File: config.mk
export PLATFORM = sky130hd
export DESIGN_NAME = ps2_rx_frontend
export DESIGN_NICKNAME = d
export VERILOG_FILES = /design/src/rtl/ps2_rx_frontend.sv
export SDC_FILE = /design/constraint.sdc
export NUM_CORES = 1
export LEC_CHECK = 0
export ABC_AREA = 1
export BUFFER_PORTS_ARGS = -buffer_cell sky130_fd_sc_hd__buf_2
export CAP_MARGIN = 20
export CORE_ASPECT_RATIO = 0.9
export CORE_UTILIZATION = 38
export CTS_BUF_LIST = sky130_fd_sc_hd__clkbuf_4
export CTS_CLUSTER_SIZE = 30
export DETAILED_ROUTE_END_ITERATION = 16
export PLACE_DENSITY = 0.67
export SYNTH_ARGS = -nofsm -noshare
export SYNTH_HDL_FRONTEND = slang
export SYNTH_SLANG_ARGS = --single-unit
File: constraint.sdc
create_clock -name clk -period 2.4 [get_ports clk]
set_clock_uncertainty 0.05 [all_clocks]
set_input_delay 0.24 -clock clk [delete_from_list [all_inputs] [get_ports clk]]
set_output_delay 0.24 -clock clk [all_outputs]
set_load 0.02 [all_outputs]
File: src/rtl/ps2_rx_frontend.sv
// ps2_rx_frontend: PS/2 pin conditioning, 11-bit frame receiver and scan-code FIFO
module ps2_rx_frontend #(
  parameter int FILT_LEN    = 8,
  parameter int TIMEOUT_CYC = 100000,
  parameter int FIFO_DEPTH  = 4
) (
  input  logic       clk,
  input  logic       reset,
  input  logic       ps2_clk,
  input  logic       ps2_data,
  output logic [7:0] code_data,
  output logic       code_valid,
  input  logic       code_ready,
  output logic       parity_err,
  output logic       frame_err,
  output logic       overflow,
  input  logic       clr_overflow,
  output logic       busy
);
  localparam int FW = $clog2(FILT_LEN + 1);
  localparam int TW = $clog2(TIMEOUT_CYC);
  localparam int AW = $clog2(FIFO_DEPTH);
  localparam logic [1:0] IDLE = 2'd0, DATA = 2'd1, PARITY = 2'd2, STOP = 2'd3;
  logic [1:0]         pin, filt_q;
  logic [1:0][1:0]    sync_q;
  logic [1:0][FW-1:0] fcnt_q;
  logic               fclk_prev_q, strobe, din;
  logic [1:0]         state_q, state_d;
  logic [2:0]         bit_cnt_q, bit_cnt_d;
  logic [7:0]         shift_q, shift_d;
  logic               par_q, par_d, perr_q, perr_d, ferr_q, ferr_d, push, ovf_q;
  logic [TW-1:0]      tcnt_q, tcnt_d;
  logic [7:0]         mem_q [FIFO_DEPTH];
  logic [AW-1:0]      wr_ptr_q, rd_ptr_q;
  logic [AW:0]        count_q;
  logic               full, empty, pop, wr;
  assign pin = {ps2_data, ps2_clk};
  // Index 0 is the clock pin, index 1 the data pin
  always_ff @(posedge clk)
    if (reset) begin
      sync_q      <= '1;
      fcnt_q      <= '0;
      filt_q      <= 2'b11;
      fclk_prev_q <= 1'b1;
    end else begin
      fclk_prev_q <= filt_q[0];
      for (int i = 0; i < 2; i++) begin
        sync_q[i] <= {sync_q[i][0], pin[i]};
        if (sync_q[i][1] == filt_q[i]) fcnt_q[i] <= '0;
        else if (fcnt_q[i] == FW'(FILT_LEN - 1)) begin
          filt_q[i] <= sync_q[i][1];
          fcnt_q[i] <= '0;
        end else fcnt_q[i] <= fcnt_q[i] + FW'(1);
      end
    end
  assign strobe = fclk_prev_q & ~filt_q[0];
  assign din    = filt_q[1];
  always_comb begin
    state_d   = state_q;
    bit_cnt_d = bit_cnt_q;
    shift_d   = shift_q;
    par_d     = par_q;
    tcnt_d    = (state_q == IDLE || strobe) ? '0 : tcnt_q + TW'(1);
    push      = 1'b0;
    perr_d    = 1'b0;
    ferr_d    = 1'b0;
    if (state_q != IDLE && !strobe && tcnt_q == TW'(TIMEOUT_CYC - 1)) begin
      state_d = IDLE;
      ferr_d  = 1'b1;
      tcnt_d  = '0;
    end else if (strobe)
      case (state_q)
        IDLE: begin
          state_d   = din ? IDLE : DATA;
          bit_cnt_d = '0;
        end
        DATA: begin
          shift_d   = {din, shift_q[7:1]};
          bit_cnt_d = bit_cnt_q + 3'd1;
          state_d   = (bit_cnt_q == 3'd7) ? PARITY : DATA;
        end
        PARITY: begin
          par_d   = din;
          state_d = STOP;
        end
        default: begin
          state_d = IDLE;
          push    = din & ^{shift_q, par_q};
          perr_d  = din & ~^{shift_q, par_q};
          ferr_d  = ~din;
        end
      endcase
  end
  assign full  = count_q == (AW+1)'(FIFO_DEPTH);
  assign empty = count_q == '0;
  assign pop   = ~empty & code_ready;
  assign wr    = push & (~full | pop);
  always_ff @(posedge clk)
    if (reset) begin
      state_q   <= IDLE;
      bit_cnt_q <= '0;
      shift_q   <= '0;
      par_q     <= 1'b0;
      tcnt_q    <= '0;
      perr_q    <= 1'b0;
      ferr_q    <= 1'b0;
      ovf_q     <= 1'b0;
      wr_ptr_q  <= '0;
      rd_ptr_q  <= '0;
      count_q   <= '0;
      mem_q     <= '{default: '0};
    end else begin
      state_q   <= state_d;
      bit_cnt_q <= bit_cnt_d;
      shift_q   <= shift_d;
      par_q     <= par_d;
      tcnt_q    <= tcnt_d;
      perr_q    <= perr_d;
      ferr_q    <= ferr_d;
      ovf_q     <= clr_overflow ? 1'b0 : (push & full & ~pop) ? 1'b1 : ovf_q;
      if (wr) begin
        mem_q[wr_ptr_q] <= shift_q;
        wr_ptr_q        <= wr_ptr_q + AW'(1);
      end
      if (pop) rd_ptr_q <= rd_ptr_q + AW'(1);
      count_q <= count_q + (AW+1)'(wr) - (AW+1)'(pop);
    end
  // When empty, show the entry just popped so the last head value is held
  assign code_data  = mem_q[empty ? rd_ptr_q - AW'(1) : rd_ptr_q];
  assign code_valid = ~empty;
  assign parity_err = perr_q;
  assign frame_err  = ferr_q;
  assign overflow   = ovf_q;
  assign busy       = state_q != IDLE;
endmodule

; ---- Yosys cells after proc, flatten, opt, wreduce, memory -nomap -nowiden
; Index checks and enable logic that the tools add are counted.
[word_totals]
ff_bits = 88
input_bits = 6
out_inout_bits = 13
elab_cells = 102
[op_classes]
add_sub_neg = 9
n_lt_le_gt_ge = 3
n_eq_ne = 9
muxes = 17
n_bitwise = 19
reduce_logical = 23
[ops]
columns = operator, n
row1 = 32-bit bitwise mux, 1
row2 = 8-bit two-way mux, 3
row3 = "17-bit by 1-bit adder with 17-bit output, second input constant", 1
row4 = "17-bit equality test, second input constant", 1
row5 = 8-bit binary-select mux with 2-bit select, 1
row6 = 8-bit demux with 2-bit select, 1
row7 = 3-bit OR reduction, 4
row8 = 1-bit inverter, 9
row9 = 3-bit AND reduction, 3
row10 = 9-bit XNOR reduction, 1
row11 = 9-bit parity, 1
row12 = "4-bit by 1-bit adder with 4-bit output, second input constant", 2
row13 = "4-bit by 3-bit equality test with 1-bit output, second input constant", 2
row14 = 1-bit bitwise AND, 7
row15 = 1-bit two-way mux, 7
row16 = "3-bit equality test, second input constant", 2
row17 = "3-bit >= comparator, second input constant", 2
row18 = 2-bit inverter with 3-bit output, 2
row19 = 2-bit one-hot mux with 3 select lines, 1
row20 = 3-bit one-hot mux with 2 select lines, 1
row21 = 6-bit OR reduction, 1
row22 = "2-bit by 1-bit adder with 2-bit output, second input constant", 2
row23 = 2-bit two-way mux, 2
row24 = 2-bit AND reduction, 2
row25 = 16 further kinds, 21

; ---- Depth between registers and ports, before layout
[depth]
ltp_word = 9
mapped_depth = 19
depth_no_buf = 18

; ---- Least setup slack after synthesis
; OpenSTA, ideal clock, no wires.
[synth_path]
kind = register to register
from = register shift_q[2]
to = register count_q[2]
setup_ps = 120
t_arrival_ps = 2376
required_time_ps = 2230
setup_slack_ps = -146
stages_incl_launch_ff = 20
path_buffers = 1
synth_period_minus_slack_ps = 2546
path_cell_list = dfxtp_1 buf_6 nand2_1 inv_1 nor2_2 nand2_1 nand2_1 nand2_1 nand2_1 nand2_2 nand2_8 nand3_1 ha_1 inv_1 ha_1 inv_1 fa_1 xor2_1 o21ai_0 a21oi_1
[synth_between]
elab_chain_cells = 8
[synth_lines]
columns = element, line_no
row1 = start: declaration, 30  ; logic [7:0] shift_q, shift_d;
row2 = start signal: assignment, 115  ; shift_q <= shift_d;
row3 = 9-bit parity, 88  ; push = din & ^{shift_q, par_q};
row4 = 1-bit bitwise AND, 88
row5 = 1-bit two-way mux, 72  ; case (state_q)
row6 = 1-bit two-way mux, 71  ; end else if (strobe)
row7 = 1-bit two-way mux, 67  ; if (state_q != IDLE && !strobe && tcnt_q == TW'(TIMEOUT_CYC - 1)) begin
row8 = 1-bit bitwise AND, 97  ; assign wr = push & (~full | pop);
row9 = 3-bit by 1-bit adder with 3-bit output, 126  ; count_q <= count_q + (AW+1)'(wr) - (AW+1)'(pop);
row10 = 3-bit by 1-bit subtractor with 3-bit output, 126
row11 = end signal: assignment, 126
row12 = end: declaration, 35  ; logic [AW:0] count_q;
; Every way passes these cells.
; A chain may end at the register's enable or synchronous reset.

; ---- Worst setup path in the final report
[layout_path]
from = register shift_q[1]
to = register count_q[2]
; Same word-level chain as after synthesis.

==> impl_metrics.yaml <==
place:
  placedCellCount: 769
  io_buffers: 18
  dp_slack_ps: -144
  gp_congestion: 0.795
  dp_hpwl_mm: 5.77
clock_tree:
  clock_latency_ps: 450
  cts_max_path_buffers: 2
  h-tree-depth: 3
  cts_root_buffer: "clkbuf_4"
  clkTransAtPathRegs_ps: 130
  clock-sinks: 88
  cts_tree: "built"
  numCtsBuffers: 9
synthesis:
  yosys_register_bits: 88
  synth_edf_count: 0
  synth_top_cell_by_area: "dfxtp_1"
  synthTopCellsByCount: "137 x nand2_1, 122 x nor2_1, 88 x dfxtp_1"
  synth.avg_cell_area_um2: 7.09
  syn-num-nets: 622
  synth_area_um2: 4280
  synth_top_flop_cell: "dfxtp_1"
  ys_warn_count: 0
  synth.most_common_cell: "nand2_1"
  ys_seq_area_share_pct: 41.1
  synth_top_area_share_pct: 41.1
  synth.distinct_cells: 39
  async_flop_share_pct: 0
  synth.top_cells.by_area: "dfxtp_1 41%, nand2_1 12%, nor2_1 11%"
  syn-instance-count: 604
finish:
  n_fill_cell: 1113
  post-route-util_pct: 44.9
  area_delta_synth_final_pct: 14.3
  drive_gt1_share_pct: 18.5
  insertedDiodeCount: 0
  finalNonFillerCells: 789
  nets: 650
job:
  maxCapViolCount: 0
setup_path:
  crit_type: "reg2reg"
  critical_path_required_ps: 2700
  arrival_ps: 2700
  rr_startpoint: "shift_q[1]"
  critPathCaptureType: "register"
  start_kind: "register"
  r2r_slack_ps: 7
  r2r-end: "count_q[2]"
  cp_max_fo: 7
  rr_worst_depth: 18
  critical_path.startpoint: "shift_q[1]"
timing:
  setup_viol: 0
  setup_slack_ps: 7.08
  rsz0062_at_grt: "true"
  slew_violations: 0
  fmax_ghz: 0.418
  final.period_utilization_pct: 99.7
  maxSlewHeadroom_pct: 58.3
  period_minus_slack_ps: 2390
  worst_pin_slew_ps: 624
  hold_viol: 0
min_path:
  hold_end: "count_q[0]"
  min_path_type: "in2reg"
  holdPathStages: 2
  holdCritStartpoint: "reset"
drt:
  dr_total_vias: 3597
  drt_iter0_drc: 250
  wire_per_inst_um: 10.8
  wirelength_mm: 8.51
  vias_per_cell: 4.56
  dr.pass1.iters: 4
  drc: 0
  ant_nets: 0
global_route:
  grt_usage_pct: 15.7
  grt_max_degree: 52
  grt_antenna_before_repair: 0
  met1_usage_pct: 19.3
  gr-total-overflow: 0
  grt_pass1_vias: 3374
  met2_usage_pct: 26.2
  grt_pass1_wl_mm: 14.6
  grt_util_met3_pct: 4.70
  busiest_layer: "met2"
power:
  p_leak_nw: 2.25
  fin_total_pwr_mw: 3.91
  power_density_nw_per_um2: 800
  ir_drop_mv: 0.363
die:
  dieHeight_um: 103
  start_util_pct: 39.3
  dieWidth_um: 114
  core-area_um2: 10900
  die-area_um2: 11700
  io_pins: 19
  rows: 36
status:
  status: "completed"
[cell type report]
cell class / instances / area [µm²] / share of cell area, %
Multi-Input combinational cell: 414 / 2170 / 44.4
Clock buffer: 10 / 75.1 / 1.53
Tap cell: 152 / 190 / 3.89
Sequential cell: 88 / 1800 / 36.7
Inverter: 81 / 309 / 6.31
Timing Repair Buffer: 38 / 267 / 5.44
Clock inverter: 6 / 83.8 / 1.71
[layer usage]
| layer | share of wire [%] | vias to the layer above |
|---|---|---|
| met2 | 46 | 44 |
| li1 | - | 1930 |
| met4 | 1.9 | 0 |
| met5 | 0 | - |
| met3 | 3.0 | 16 |
| met1 | 49 | 1607 |
[how the worst max path moves through the flow]
stage / endpoint / cells past startpoint
after global routing: count_q[2] / 18
after detailed placement: count_q[2] / 17
after global placement: count_q[2] / 17
final: count_q[2] / 18
after CTS: count_q[2] / 18
after floorplan: count_q[2] / 19
[state kept, by name (all words and copies together) (netlist names), 3 cells and up]
name	cells
fcnt_q	8
shift_q	8
count_q	3
mem_q	32
sync_q	4
bit_cnt_q	3
tcnt_q	17
[what timing repair did]
item / 4_1_cts / 5_1_grt
pin swaps: 1 / 12
cloned: 0 / 0
setup buffers: 1 / 0
endpoints found under the hold margin: 3 / 0
gates resized for setup: 20 / 44
hold buffers: 3 / 0
endpoints found under the setup margin: 10 / 10
[report_power, final]
group	internal, mW	total (mW)	switching [mW]
registers	1.49	1.54	0.0412
logic	0.529	1.45	0.917
clock network	0.429	0.932	0.503
[logic make-up after synthesis]
kind of cell | share of synthesized area, %
adder cells (fa/ha/maj) | 3.68
AO/OA/AOI/OAI | 9.70
buffers and inverters | 10.9
XOR/XNOR | 2.45
AND/OR/NAND/NOR | 32.2
flip-flops | 41.1
[critical path: stages, from the launching register on]
cell,delay (ps)
dfxtp_4,400
nor2_4,130
inv_1,40
nand2_1,50
nand2_1,50
nand2_1,70
nand2_2,80
nand2_2,90
nand2_4,60
nand2_8,70
nand3_4,70
ha_4,220
inv_2,60
ha_4,120
inv_2,30
fa_2,370
xor2_2,160
o21ai_1,130
a21oi_1,50
[placed cells by master (no fill, tap or decap), types with 3 or more instances in the layout]
master and instances:
nor3_1 7, inv_2 15, clkinv_1 4, nor3b_1 4, nand4_4 4, dfxtp_1 77
ha_1 9, nand2_2 10, a21oi_1 36, buf_2 15, xnor2_1 4, nand2_1 128
or2_2 4, nand3_1 12, clkbuf_4 10, buf_4 18, o21ai_1 10, dlygate4sd3_1 3
xor2_1 7, nand4_1 5, inv_1 62, nor2_1 118, o21ai_0 20, nor2_2 7
dfxtp_4 9
[through the flow]
| step | area [µm²] | hold slack [ps] | TNS [ps] |
|---|---|---|---|
| 4_1_cts | 4780 | 25.5 | -36.6 |
| 3_5_place_dp | 4550 | 346 | -173 |
| 5_1_grt | 4890 | 43.6 | -254 |
| 3_3_place_gp | 4550 | 343 | -28.7 |
| 2_1_floorplan | 4310 | 294 | 0 |
| 6_report | 4890 | 59.9 | 0 |
No activity file was read; power rests on OpenSTA's default activity.
